File: src/rtl/alu_pkg.sv
// Shared definitions for the ALU and its two-requester front-end arbiter:
// op codes, the legal-op count and the arbiter FSM state encoding.
package alu_pkg;

    localparam int DATA_W  = 32;
    localparam int OP_W    = 4;
    localparam int NUM_OPS = 10;

    typedef enum logic [OP_W-1:0] {
        ALU_ADD  = 4'b0000,
        ALU_SUB  = 4'b0001,
        ALU_AND  = 4'b0010,
        ALU_OR   = 4'b0011,
        ALU_XOR  = 4'b0100,
        ALU_SLL  = 4'b0101,
        ALU_SRL  = 4'b0110,
        ALU_SLT  = 4'b0111,
        ALU_SLTU = 4'b1000,
        ALU_SRA  = 4'b1001
    } alu_op_e;

    typedef enum logic [1:0] {
        ST_IDLE = 2'b00,
        ST_EXEC = 2'b01,
        ST_RESP = 2'b10
    } arb_state_e;

    // Op codes at or above num_ops are reported back as errors, never executed.
    function automatic logic op_is_legal(input logic [OP_W-1:0] op, input int num_ops);
        logic [31:0] op_ext;
        op_ext = {{(32-OP_W){1'b0}}, op};
        return (op_ext < 32'(num_ops));
    endfunction

endpackage

File: src/rtl/rr_arbiter_2.sv
// Two-way round-robin grant: a lone request wins outright, a tie goes to
// the requester that was not granted last.
module rr_arbiter_2 (
    input  logic [1:0] req,
    input  logic       last_grant,
    output logic       grant
);

    always_comb begin
        grant = ~last_grant;
        if (req[0] && !req[1]) begin
            grant = 1'b0;
        end else if (req[1] && !req[0]) begin
            grant = 1'b1;
        end
    end

endmodule

File: src/rtl/alu_arbiter.sv
// Shares one registered ALU between two requesters, one op in flight at a
// time: IDLE accepts, EXEC pulses the ALU capture enable, RESP holds the result.
module alu_arbiter #(
    parameter int NUM_OPS = alu_pkg::NUM_OPS
) (
    input  logic        clk,
    input  logic        rst,
    input  logic        req0_valid,
    output logic        req0_ready,
    input  logic [31:0] req0_a,
    input  logic [31:0] req0_b,
    input  logic [3:0]  req0_op,
    input  logic        req1_valid,
    output logic        req1_ready,
    input  logic [31:0] req1_a,
    input  logic [31:0] req1_b,
    input  logic [3:0]  req1_op,
    output logic        resp_valid,
    input  logic        resp_ready,
    output logic        resp_id,
    output logic [31:0] resp_data,
    output logic        resp_err,
    output logic [31:0] alu_a,
    output logic [31:0] alu_b,
    output logic [3:0]  alu_op_select,
    output logic        alu_clk_enable,
    input  logic [31:0] alu_out
);
    import alu_pkg::*;

    arb_state_e        state_q, state_d;
    logic              last_grant_q, last_grant_d;
    logic [DATA_W-1:0] a_q, a_d;
    logic [DATA_W-1:0] b_q, b_d;
    logic [OP_W-1:0]   op_q, op_d;
    logic              id_q, id_d;
    logic              err_q, err_d;

    logic              grant;
    logic              sel_valid;
    logic [DATA_W-1:0] sel_a;
    logic [DATA_W-1:0] sel_b;
    logic [OP_W-1:0]   sel_op;
    logic              accept;

    rr_arbiter_2 u_rr (
        .req        ({req1_valid, req0_valid}),
        .last_grant (last_grant_q),
        .grant      (grant)
    );

    always_comb begin
        sel_valid = grant ? req1_valid : req0_valid;
        sel_a     = grant ? req1_a     : req0_a;
        sel_b     = grant ? req1_b     : req0_b;
        sel_op    = grant ? req1_op    : req0_op;
        accept    = (state_q == ST_IDLE) && sel_valid;
    end

    always_comb begin
        state_d      = state_q;
        last_grant_d = last_grant_q;
        a_d          = a_q;
        b_d          = b_q;
        op_d         = op_q;
        id_d         = id_q;
        err_d        = err_q;
        case (state_q)
            ST_IDLE: begin
                if (accept) begin
                    a_d          = sel_a;
                    b_d          = sel_b;
                    op_d         = sel_op;
                    id_d         = grant;
                    last_grant_d = grant;
                    // Illegal ops skip the ALU and report an error directly.
                    if (op_is_legal(sel_op, NUM_OPS)) begin
                        err_d   = 1'b0;
                        state_d = ST_EXEC;
                    end else begin
                        err_d   = 1'b1;
                        state_d = ST_RESP;
                    end
                end
            end
            ST_EXEC: begin
                state_d = ST_RESP;
            end
            ST_RESP: begin
                if (resp_ready) begin
                    state_d = ST_IDLE;
                end
            end
            default: begin
                state_d = ST_IDLE;
            end
        endcase
    end

    always_ff @(posedge clk) begin
        if (rst) begin
            state_q      <= ST_IDLE;
            last_grant_q <= 1'b1;
            a_q          <= '0;
            b_q          <= '0;
            op_q         <= '0;
            id_q         <= 1'b0;
            err_q        <= 1'b0;
        end else begin
            state_q      <= state_d;
            last_grant_q <= last_grant_d;
            a_q          <= a_d;
            b_q          <= b_d;
            op_q         <= op_d;
            id_q         <= id_d;
            err_q        <= err_d;
        end
    end

    assign req0_ready     = (state_q == ST_IDLE) && !grant;
    assign req1_ready     = (state_q == ST_IDLE) &&  grant;

    assign alu_a          = a_q;
    assign alu_b          = b_q;
    assign alu_op_select  = op_q;
    assign alu_clk_enable = (state_q == ST_EXEC);

    assign resp_valid     = (state_q == ST_RESP);
    assign resp_id        = id_q;
    assign resp_err       = (state_q == ST_RESP) && err_q;
    assign resp_data      = err_q ? '0 : alu_out;

endmodule

File: config.mk
export PLATFORM = sky130hd
export DESIGN_NAME = alu_arbiter
export DESIGN_NICKNAME = d
export VERILOG_FILES = /design/src/rtl/alu_pkg.sv /design/src/rtl/rr_arbiter_2.sv /design/src/rtl/alu_arbiter.sv
export SDC_FILE = /design/constraint.sdc
export NUM_CORES = 1
export LEC_CHECK = 0
export ABC_AREA = 0
export CAP_MARGIN = 30
export CORE_AREA = 3 3 107 109
export CTS_BUF_LIST = sky130_fd_sc_hd__clkbuf_8 sky130_fd_sc_hd__clkbuf_16
export CTS_CLUSTER_DIAMETER = 40
export DETAILED_ROUTE_END_ITERATION = 12
export DIE_AREA = 0 0 110 112
export PLACE_DENSITY = 0.84
export SLEW_MARGIN = 25
export SYNTH_ARGS = -nofsm -noshare
export SYNTH_HDL_FRONTEND = slang
export SYNTH_SLANG_ARGS = --single-unit
export TNS_END_PERCENT = 10
File: constraint.sdc
create_clock -name clk -period 3.6 [get_ports clk]
set_input_delay 0.72 -clock clk [delete_from_list [all_inputs] [get_ports clk]]
set_output_delay 0.72 -clock clk [all_outputs]
set_load 0.005 [all_outputs]
==> results, run 1 <==
- The flow ran to the end, and the final reports show no timing, DRC or antenna violations.
- No sink is reached through more buffers than the 2 on the longest clock path.
- Of the total power, the share spent switching nets is around 29%.
- The number of buffers added for setup after CTS is 0.
- Registers are responsible for 36.1% of the overall power.
- The clock tree from TritonCTS is done.
- Per report_power, the combinational group accounts for 40.4% of the total.
- The worst path required time is 2.88 ns.
- The power spent charging and discharging nets is 856 uW.
- Adding up every negative setup slack in the final design gives 0 ns.
- The initial antenna violation count is 0.
- For the final database, setup skew stands at 0.0121 ns.
- The residual DRC count is 0.
- In this run, distinct cell masters in the synthesized netlist total 29.
- The first global-routing pass estimated ~19000 um of wire.
- The via count of the first global-routing pass is between 3000 and 4000.
- The class of the tightest hold or removal check is register to register.
- The final layout net count is approximately 820.
- Summing internal, switching and leakage power gives 2900 uW.
- The number of setup violations in the final report is 0.
- The total global-route track usage is between 10% and 20%.
- The count of pins on the block boundary is about 280.
- The max-slew violation total from the final report is 0.
- The flip-flop and latch count after synthesis is 73.
- In the synthesized netlist, the number of instances is 384.
- The area of the die is 12300 um2.
- Dividing total power by cell area gives a power density of 442 nW/um2.
- The number of nets in the synthesized netlist is 557.
- For this design the static power due to leakage is ~0.0027 uW.
- Entering global routing, the biggest net connects 79 pins.
- The signal on the critical path passes through clkdlybuf4s50_1 -> nand2b_2 -> a21o_4 -> nor2_1 -> clkdlybuf4s50_1.
- The placed wire-length estimate is 9770 um.
- The number of gates resized after CTS was 0.
- In this run, the clock network consumes a little under a quarter of the power.
- The number of antenna diodes in the final layout is 0.
- The fraction of the yosys area taken by sequential cells is 41.4%.
- The data arrival time of the critical path is 2.37 ns.
- Of all nets on the critical path, the largest fanout is 6.
- The area added between synthesis and finish is 85.9%.
- The initial detailed-routing violation count is slightly below 80.
- The met3 wire length is 1450 um.
- In this design, the stage delay of the slowest critical-path cell is 0.52 ns.
- The initialized floorplan defines 38 standard-cell rows.
- After layout, the minimum clock period comes to 3.09 ns.
- The pre-antenna-repair detailed-routing pass consisted of 4 iterations.
- The post-route netlist has between 4 and 5% of its cells at a drive strength greater than 1.
- The internal power of the cells is between 2000 and 2500 uW.
- The tool flagged a number of max-cap violations equal to 0.
- In this run the vertical extent of the chip is between 100 and 150 um.
- Port buffering added between 200 and 300 buffers.
- VDD sags by at most 0.248 mV.
- The total wirelength of the detailed-routed design is 12100 um.
- In the detailed route, the total length drawn on met2 is roughly 6200 um.
- The final weighted congestion of routability-driven global placement is 0.739.
- The routed length per placed instance is 15.4 um.
- The H-tree generated during clock tree synthesis spans 3 levels.
- The detailed router put a total of about 4300 um of wire on met1.
- Counting the buffers created by CTS gives 9.
- The category of the worst setup path capture point is an output port.
- The most numerous cell type found on the critical path is sky130_fd_sc_hd__clkdlybuf4s50_1.
- The post-synthesis area per instance is 9.20 um2.
- Dividing the detail-routed via count by the number of cells gives 4.75.
- The worst setup path is of the input port to output port kind.
- The synthesized area is 3530 um2.
- The CTS sink count is 73.
- After floorplanning, the core was sized to cover between 10000 and 15000 um2.
- The routed layout has 3756 vias.
- The clock root buffer is sky130_fd_sc_hd__clkbuf_8.
- The die is about 110 um wide.
- The later pin in the worst-skew pair is clocked with a latency of about 0.34 ns.
- The startpoint identified for the worst hold timing path is alu_op_select[3].
- Buffers inserted to repair hold after CTS numbered 0.
- The final count of hold timing violations is 0.
- The worst register-to-register path begins at state_q[1].
- The number of routed nets with antenna violations is 0.
- The count of synthesis-stage warnings from yosys is 0.
- The slowest cell on the critical path is sky130_fd_sc_hd__clkdlybuf4s50_1.
- The highest metal layer used by the detailed router is met4.
- Static timing analysis puts the maximum clock frequency at 0.324 GHz.
- Setup repair after global routing left no endpoint under its margin.
- Headroom to the max-slew limit came out at 43.8%.
- The starting utilization of the core area is 33.0%.
- The kind of start point of the critical path is an input port.
- The worst setup path startpoint is req0_valid.
- After clock tree synthesis, the clock-pin slew on the worst setup and hold paths is about 0.07 ns.
- The worst path uses 85.8% of the clock period.
- The global-route congestion overflow total is 0.
- The transition time at the pin with the least slew margin is 0.843 ns.
## registers in the layout, summed over array words and instances (netlist names)
| register | count |
|---|---|
| alu_a | 32 |
| alu_b | 32 |
| alu_op_select | 4 |
| state_q | 2 |
| err_q | 1 |
| last_grant_q | 1 |
| resp_id | 1 |
## final timing paths
check | end | slack, ns | cells past startpoint
max | req1_ready | 0.51 | 5
min | alu_op_select[3] | 0.47 | 2
max reg2reg | alu_b[7] | 1.73 | 5
min reg2reg | alu_op_select[3] | 0.47 | 2
## cells by family after synthesis
| logic type | count (synthesis) | synth area share, % |
|---|---|---|
| and+or+nand+nor | 124 | 16.5 |
| AOI/OAI and AO/OA | 84 | 17.7 |
| DFF | 73 | 41.4 |
| muxes | 65 | 18.4 |
| buffers and inverters | 38 | 5.95 |
## synth_stat cells
cell | n | area [um2]
sky130_fd_sc_hd__a31o_1 | 2 | 17.5
sky130_fd_sc_hd__nand2_1 | 6 | 22.5
sky130_fd_sc_hd__dfxtp_1 | 73 | 1460
sky130_fd_sc_hd__or2_2 | 1 | 6.26
sky130_fd_sc_hd__buf_6 | 1 | 11.3
sky130_fd_sc_hd__a32oi_1 | 1 | 8.76
sky130_fd_sc_hd__buf_4 | 8 | 60.1
sky130_fd_sc_hd__nor2_1 | 73 | 274
sky130_fd_sc_hd__a211o_1 | 2 | 17.5
sky130_fd_sc_hd__inv_1 | 4 | 15.0
sky130_fd_sc_hd__a21oi_2 | 1 | 8.76
sky130_fd_sc_hd__and2b_4 | 1 | 10.0
sky130_fd_sc_hd__or3_1 | 2 | 12.5
sky130_fd_sc_hd__nor3b_1 | 1 | 7.51
sky130_fd_sc_hd__nand2b_2 | 1 | 8.76
sky130_fd_sc_hd__clkbuf_1 | 17 | 63.8
sky130_fd_sc_hd__nor2b_1 | 36 | 225
sky130_fd_sc_hd__and2_1 | 2 | 12.5
sky130_fd_sc_hd__a211oi_1 | 68 | 510
sky130_fd_sc_hd__buf_8 | 2 | 30.0
sky130_fd_sc_hd__a22o_1 | 2 | 17.5
sky130_fd_sc_hd__buf_2 | 6 | 30.0
sky130_fd_sc_hd__o22ai_1 | 1 | 6.26
sky130_fd_sc_hd__o21ai_1 | 1 | 5.00
sky130_fd_sc_hd__a21oi_1 | 4 | 20.0
sky130_fd_sc_hd__a21boi_0 | 1 | 7.51
sky130_fd_sc_hd__nor3_1 | 1 | 5.00
sky130_fd_sc_hd__a21o_1 | 1 | 7.51
sky130_fd_sc_hd__mux2i_1 | 65 | 651
## critical path, delay by kind of cell
kind,cells,cell delay (ns)
and+or+nand+nor,2,0.38
AOI/OAI and AO/OA,1,0.25
buffers and inverters,2,1.02
## cells in the final DEF, fill, tap and decap left out, types with 4 or more instances in the layout
cell type / n
sky130_fd_sc_hd__clkdlybuf4s50_1: 277
sky130_fd_sc_hd__dfxtp_1: 73
sky130_fd_sc_hd__nor2_1: 72
sky130_fd_sc_hd__a211oi_1: 68
sky130_fd_sc_hd__mux2i_1: 65
sky130_fd_sc_hd__nor2b_1: 36
sky130_fd_sc_hd__clkbuf_8: 9
sky130_fd_sc_hd__buf_4: 7
sky130_fd_sc_hd__nand2_1: 6
sky130_fd_sc_hd__inv_1: 5
sky130_fd_sc_hd__a21oi_1: 4
## power by group through the flow
stage	sequential (uW)	combinational, uW	clock [uW]
2_1_floorplan	1070	517	0
3_3_place_gp	1060	1160	0
3_5_place_dp	1070	1180	0
4_1_cts	1050	1190	706
5_1_grt	1070	1280	737
6_report	1050	1170	681
## layout make-up
class                      instances  area, um2
clock inverter                     6       85.1
timing repair buffer             285       2830
clock buffer                       9        124
sequential                        73       1460
inverter                           4       15.0
fill                             883       4130
tap                              140        175
multi-input combinational        273       1880
## through the flow
step / hold slack, ns / cell area [um2] / setup WS (ns) / std cells / utilization [%]
finish: 0.466 / 6570 / 0.511 / 790 / 61.4
global route: 0.489 / 6570 / 0.447 / 790 / 61.4
CTS: 0.470 / 6570 / 0.498 / 790 / 61.4
detailed placement: 0.457 / 6360 / 0.497 / 775 / 59.4
global placement: 0.446 / 6360 / 0.543 / 775 / 59.4
floorplan: 0.453 / 3530 / 1.22 / 384 / -
## metal layers
layer  vias to the layer above  GRT usage [%]
met2                       178           34.8
met3                        15           7.65
met1                      1674           19.7
li1                       1889              -
met4                         0           6.48
met5                         -              0
Note: power is estimated with default switching activity, not from simulation.
==> run 2: changes to the inputs <==
- CAP_MARGIN: 30 -> 10
- CORE_AREA: 3 3 107 109 -> default
- CORE_MARGIN: default -> 3
- CORE_UTILIZATION: default -> 25
- DIE_AREA: 0 0 110 112 -> default
- GPL_TIMING_DRIVEN: default -> 0
- PLACE_DENSITY: 0.84 -> 0.68
==> run 2 against run 1 <==
Clock skew is 0.0046 ns lower. Critical path depth is 3 higher. Sequential share of layout area is 0.91 points lower. Cell count is 7.8% higher. Flip-flop and latch count stayed put. Critical path type unchanged. Largest power group unchanged.
==> results, run 2 (synthesized netlist as in run 1, its figures left out) <==
- The max-slew violation total from the final report came to 0 (unchanged).
- The normalized max-slew margin is 61.4% (was 43.8%).
- The final layout net count is 845 (was 819).
- List of cells traversed by the critical path: dlymetal6s2s_1 -> and2b_4 -> a21o_1 -> buf_6 -> buf_8 -> buf_8 -> and2_1 -> clkdlybuf4s50_1 (was clkdlybuf4s50_1 -> nand2b_2 -> a21o_4 -> nor2_1 -> clkdlybuf4s50_1).
- The initial detailed-routing violation count was 99 (was 78).
- The clock tree skew after final layout is 0.00745 ns (was 0.0121 ns).
- The data arrival time of the critical path was 2.52 ns (was 2.37 ns).
- The initial antenna violation count is 0 (unchanged).
- The transition time at the pin with the least slew margin is 0.579 ns (was 0.843 ns).
- The clock-pin transition on the worst setup and hold timing paths was 0.05 ns (was 0.07 ns).
- The final sum of negative setup slack came to 0 ns (unchanged).
- The part of the power in registers is 32.3% (was 36.1%).
- The total vias in the final route is 3898 (was 3756).
- The class of the tightest hold or removal check was register to register (unchanged).
- The share of the clock period used by the worst path is 90.0% (was 85.8%).
- The chip height was 125 um (was 112 um).
- Most frequent cells in the layout: sky130_fd_sc_hd__clkdlybuf4s50_1 (275), sky130_fd_sc_hd__nor2_1 (73), sky130_fd_sc_hd__dfxtp_1 (73) (was sky130_fd_sc_hd__clkdlybuf4s50_1 (277), sky130_fd_sc_hd__dfxtp_1 (73), sky130_fd_sc_hd__nor2_1 (72)).
- The kind of start point of the critical path is an input port (unchanged).
- The final count of hold timing violations is 0 (unchanged).
- The number of buffers added for setup after CTS came to 0 (unchanged).
- The final weighted congestion of routability-driven global placement is 0.901 (was 0.739).
- The post-CTS resize count is 0 (unchanged).
- The via-per-instance ratio was 4.58 (was 4.75).
- The type of the setup path with the least slack is input port to output port (unchanged).
- The worst IR drop on VDD is 0.208 mV (was 0.248 mV).
- The number of optimization iterations in the first detailed-route pass came to 4 (unchanged).
- The clock root buffer was sky130_fd_sc_hd__clkbuf_16 (was sky130_fd_sc_hd__clkbuf_8).
- The internal power of the cells came to 2300 uW (was 2050 uW).
- The share of the core filled with cells is 50.7% (was 61.4%).
- The relative contribution of the clock network to total power was 28.9% (was 23.5%).
- The CTS sink count is 73 (unchanged).
- The switching part of the total was 28.9% (was 29.5%).
- The category of the worst setup path capture point is an output port (unchanged).
- The number of routed nets with antenna violations is 0 (unchanged).
- The clock tree from TritonCTS was done (unchanged).
- The leakage dissipation is 0.00286 uW (was 0.00273 uW).
- Setup repair after global routing missed its margin: false (unchanged).
- The most common library cell in the layout ignoring fill and taps is sky130_fd_sc_hd__clkdlybuf4s50_1 (unchanged).
- The placed wire-length estimate is 11500 um (was 9770 um).
- The wire length of the first global-routing pass is 21700 um (was 18700 um).
- The dominant cell type by count on the critical path is sky130_fd_sc_hd__buf_8 (was sky130_fd_sc_hd__clkdlybuf4s50_1).
- The count of buffers inserted at the top-level ports is 277 (was 278).
- The maximum number of pins on one net before global-route repair is 13 (was 79).
- The fill cell instance count of the final layout is 1243 (was 883).
- The slowest cell on the critical path is sky130_fd_sc_hd__clkdlybuf4s50_1 (unchanged).
- The sequential cell area is 1460 um2 (unchanged).
- The area of the core came to 13500 um2 (was 10700 um2).
- The standard-cell row count is 42 (was 38).
- The highest clock rate is 0.309 GHz (was 0.324 GHz).
- Outcome: finished clean (unchanged).
- The number of levels in the clock H-tree is 3 (unchanged).
- The count of pins on the block boundary is 279 (unchanged).
- The logic gate share of total power is 38.8% (was 40.4%).
- The maximum fanout count along the critical path is 10 (was 6).
- The buffer depth of the longest clock path is 2 (unchanged).
- The antenna diode count was 0 (unchanged).
- The total wirelength of the detailed-routed design came to 13900 um (was 12100 um).
- The area of combinational cells with multiple inputs was 1870 um2 (was 1880 um2).
- The insertion delay to the later sink of the worst-skew pair came to 0.33 ns (was 0.34 ns).
- The area of the die is 15600 um2 (was 12300 um2).
- The via count of the first global-routing pass is 4053 (was 3772).
- The biggest cell delay along the critical path is 0.50 ns (was 0.52 ns).
- The total of max-cap violations is 0 (unchanged).
- The starting utilization of the core area is 26.2% (was 33.0%).
- The number of buffers created by CTS is 9 (unchanged).
- The area added between synthesis and finish was 93.8% (was 85.9%).
- The total of hold buffers inserted after clock tree synthesis is 0 (unchanged).
- The number of setup violations in the final report is 0 (unchanged).
- The routed length per placed instance is 16.4 um (was 15.4 um).
- The worst path required time is 2.88 ns (about the same).
- The ratio of cells with drive above 1 in the final layout is 5.18% (was 4.31%).
- The total power per unit cell area is 472 nW/um2 (was 442 nW/um2).
- The power spent charging and discharging nets is 933 uW (was 856 uW).
- The shortest clock period the worst path allows after layout is 3.24 ns (was 3.09 ns).
- The total global-route track usage came to 17.3% (was 19.2%).
- The global-route congestion overflow total is 0 (unchanged).
- The residual DRC count is 0 (unchanged).
- The die span in x came to 125 um (was 110 um).
run 2: cell types whose count changed in the layout (fill, tap and decap cells not counted), sizes merged:
cell           delta
dlymetal6s2s      +2
clkdlybuf4s50     -2
clkbuf           +17
buf               +9
run 2: cell type report:
class / instances / area share (%)
clock inverter: 6 / 1.24
multi-input combinational: 273 / 27.3
tap: 176 / 3.22
sequential: 73 / 21.3
inverter: 4 / 0.219
timing repair buffer: 277 / 40.6
clock buffer: 9 / 3.29
buffer: 34 / 2.85
run 2: final timing paths:
check                                      start               end  slack [ns]  cells past startpoint
worst min-delay path            alu_op_select[2]  alu_op_select[2]        0.46                      2
worst max-delay path                  req1_valid        req0_ready        0.36                      8
worst max register to register        state_q[1]         alu_b[24]        1.57                      5
worst min register to register  alu_op_select[2]  alu_op_select[2]        0.46                      2
run 2: metal layers:
layer | wire length [um] | up-vias | part of all wire (%) | global-route usage, %
li1 | - | 1933 | - | -
met1 | 5480 | 1760 | 39 | 19.0
met2 | 6870 | 191 | 49 | 30.7
met3 | 1360 | 14 | 9.8 | 6.60
met4 | 238 | 0 | 1.7 | 5.68
met5 | 0 | - | 0 | 0
run 2: worst max-delay path, delay by kind of cell:
| family | cells | cell delay (ns) |
|---|---|---|
| buf+inv | 5 | 1.20 |
| simple gates | 2 | 0.49 |
| compound gates | 1 | 0.10 |
run 2: metrics by stage:
| step | hold WS, ns | area, um2 | std cells | total power, uW | setup WS [ns] |
|---|---|---|---|---|---|
| after floorplan | 0.453 | 3530 | 384 | 1580 | 1.22 |
| after global placement | 0.450 | 6530 | 837 | 2310 | 0.0404 |
| after detailed placement | 0.449 | 6530 | 837 | 2330 | 0.00986 |
| after CTS | 0.458 | 6840 | 852 | 3270 | 0.0118 |
| after global routing | 0.474 | 6850 | 852 | 3420 | 0.265 |
| final | 0.455 | 6850 | 852 | 3230 | 0.362 |
run 2: power groups by stage:
| stage | Sequential (uW) | Clock [uW] | Combinational [uW] |
|---|---|---|---|
| 2_1_floorplan | 1070 | 0 | 517 |
| 3_3_place_gp | 1060 | 0 | 1260 |
| 3_5_place_dp | 1060 | 0 | 1270 |
| 4_1_cts | 1050 | 952 | 1280 |
| 5_1_grt | 1060 | 983 | 1370 |
| 6_report | 1040 | 932 | 1250 |
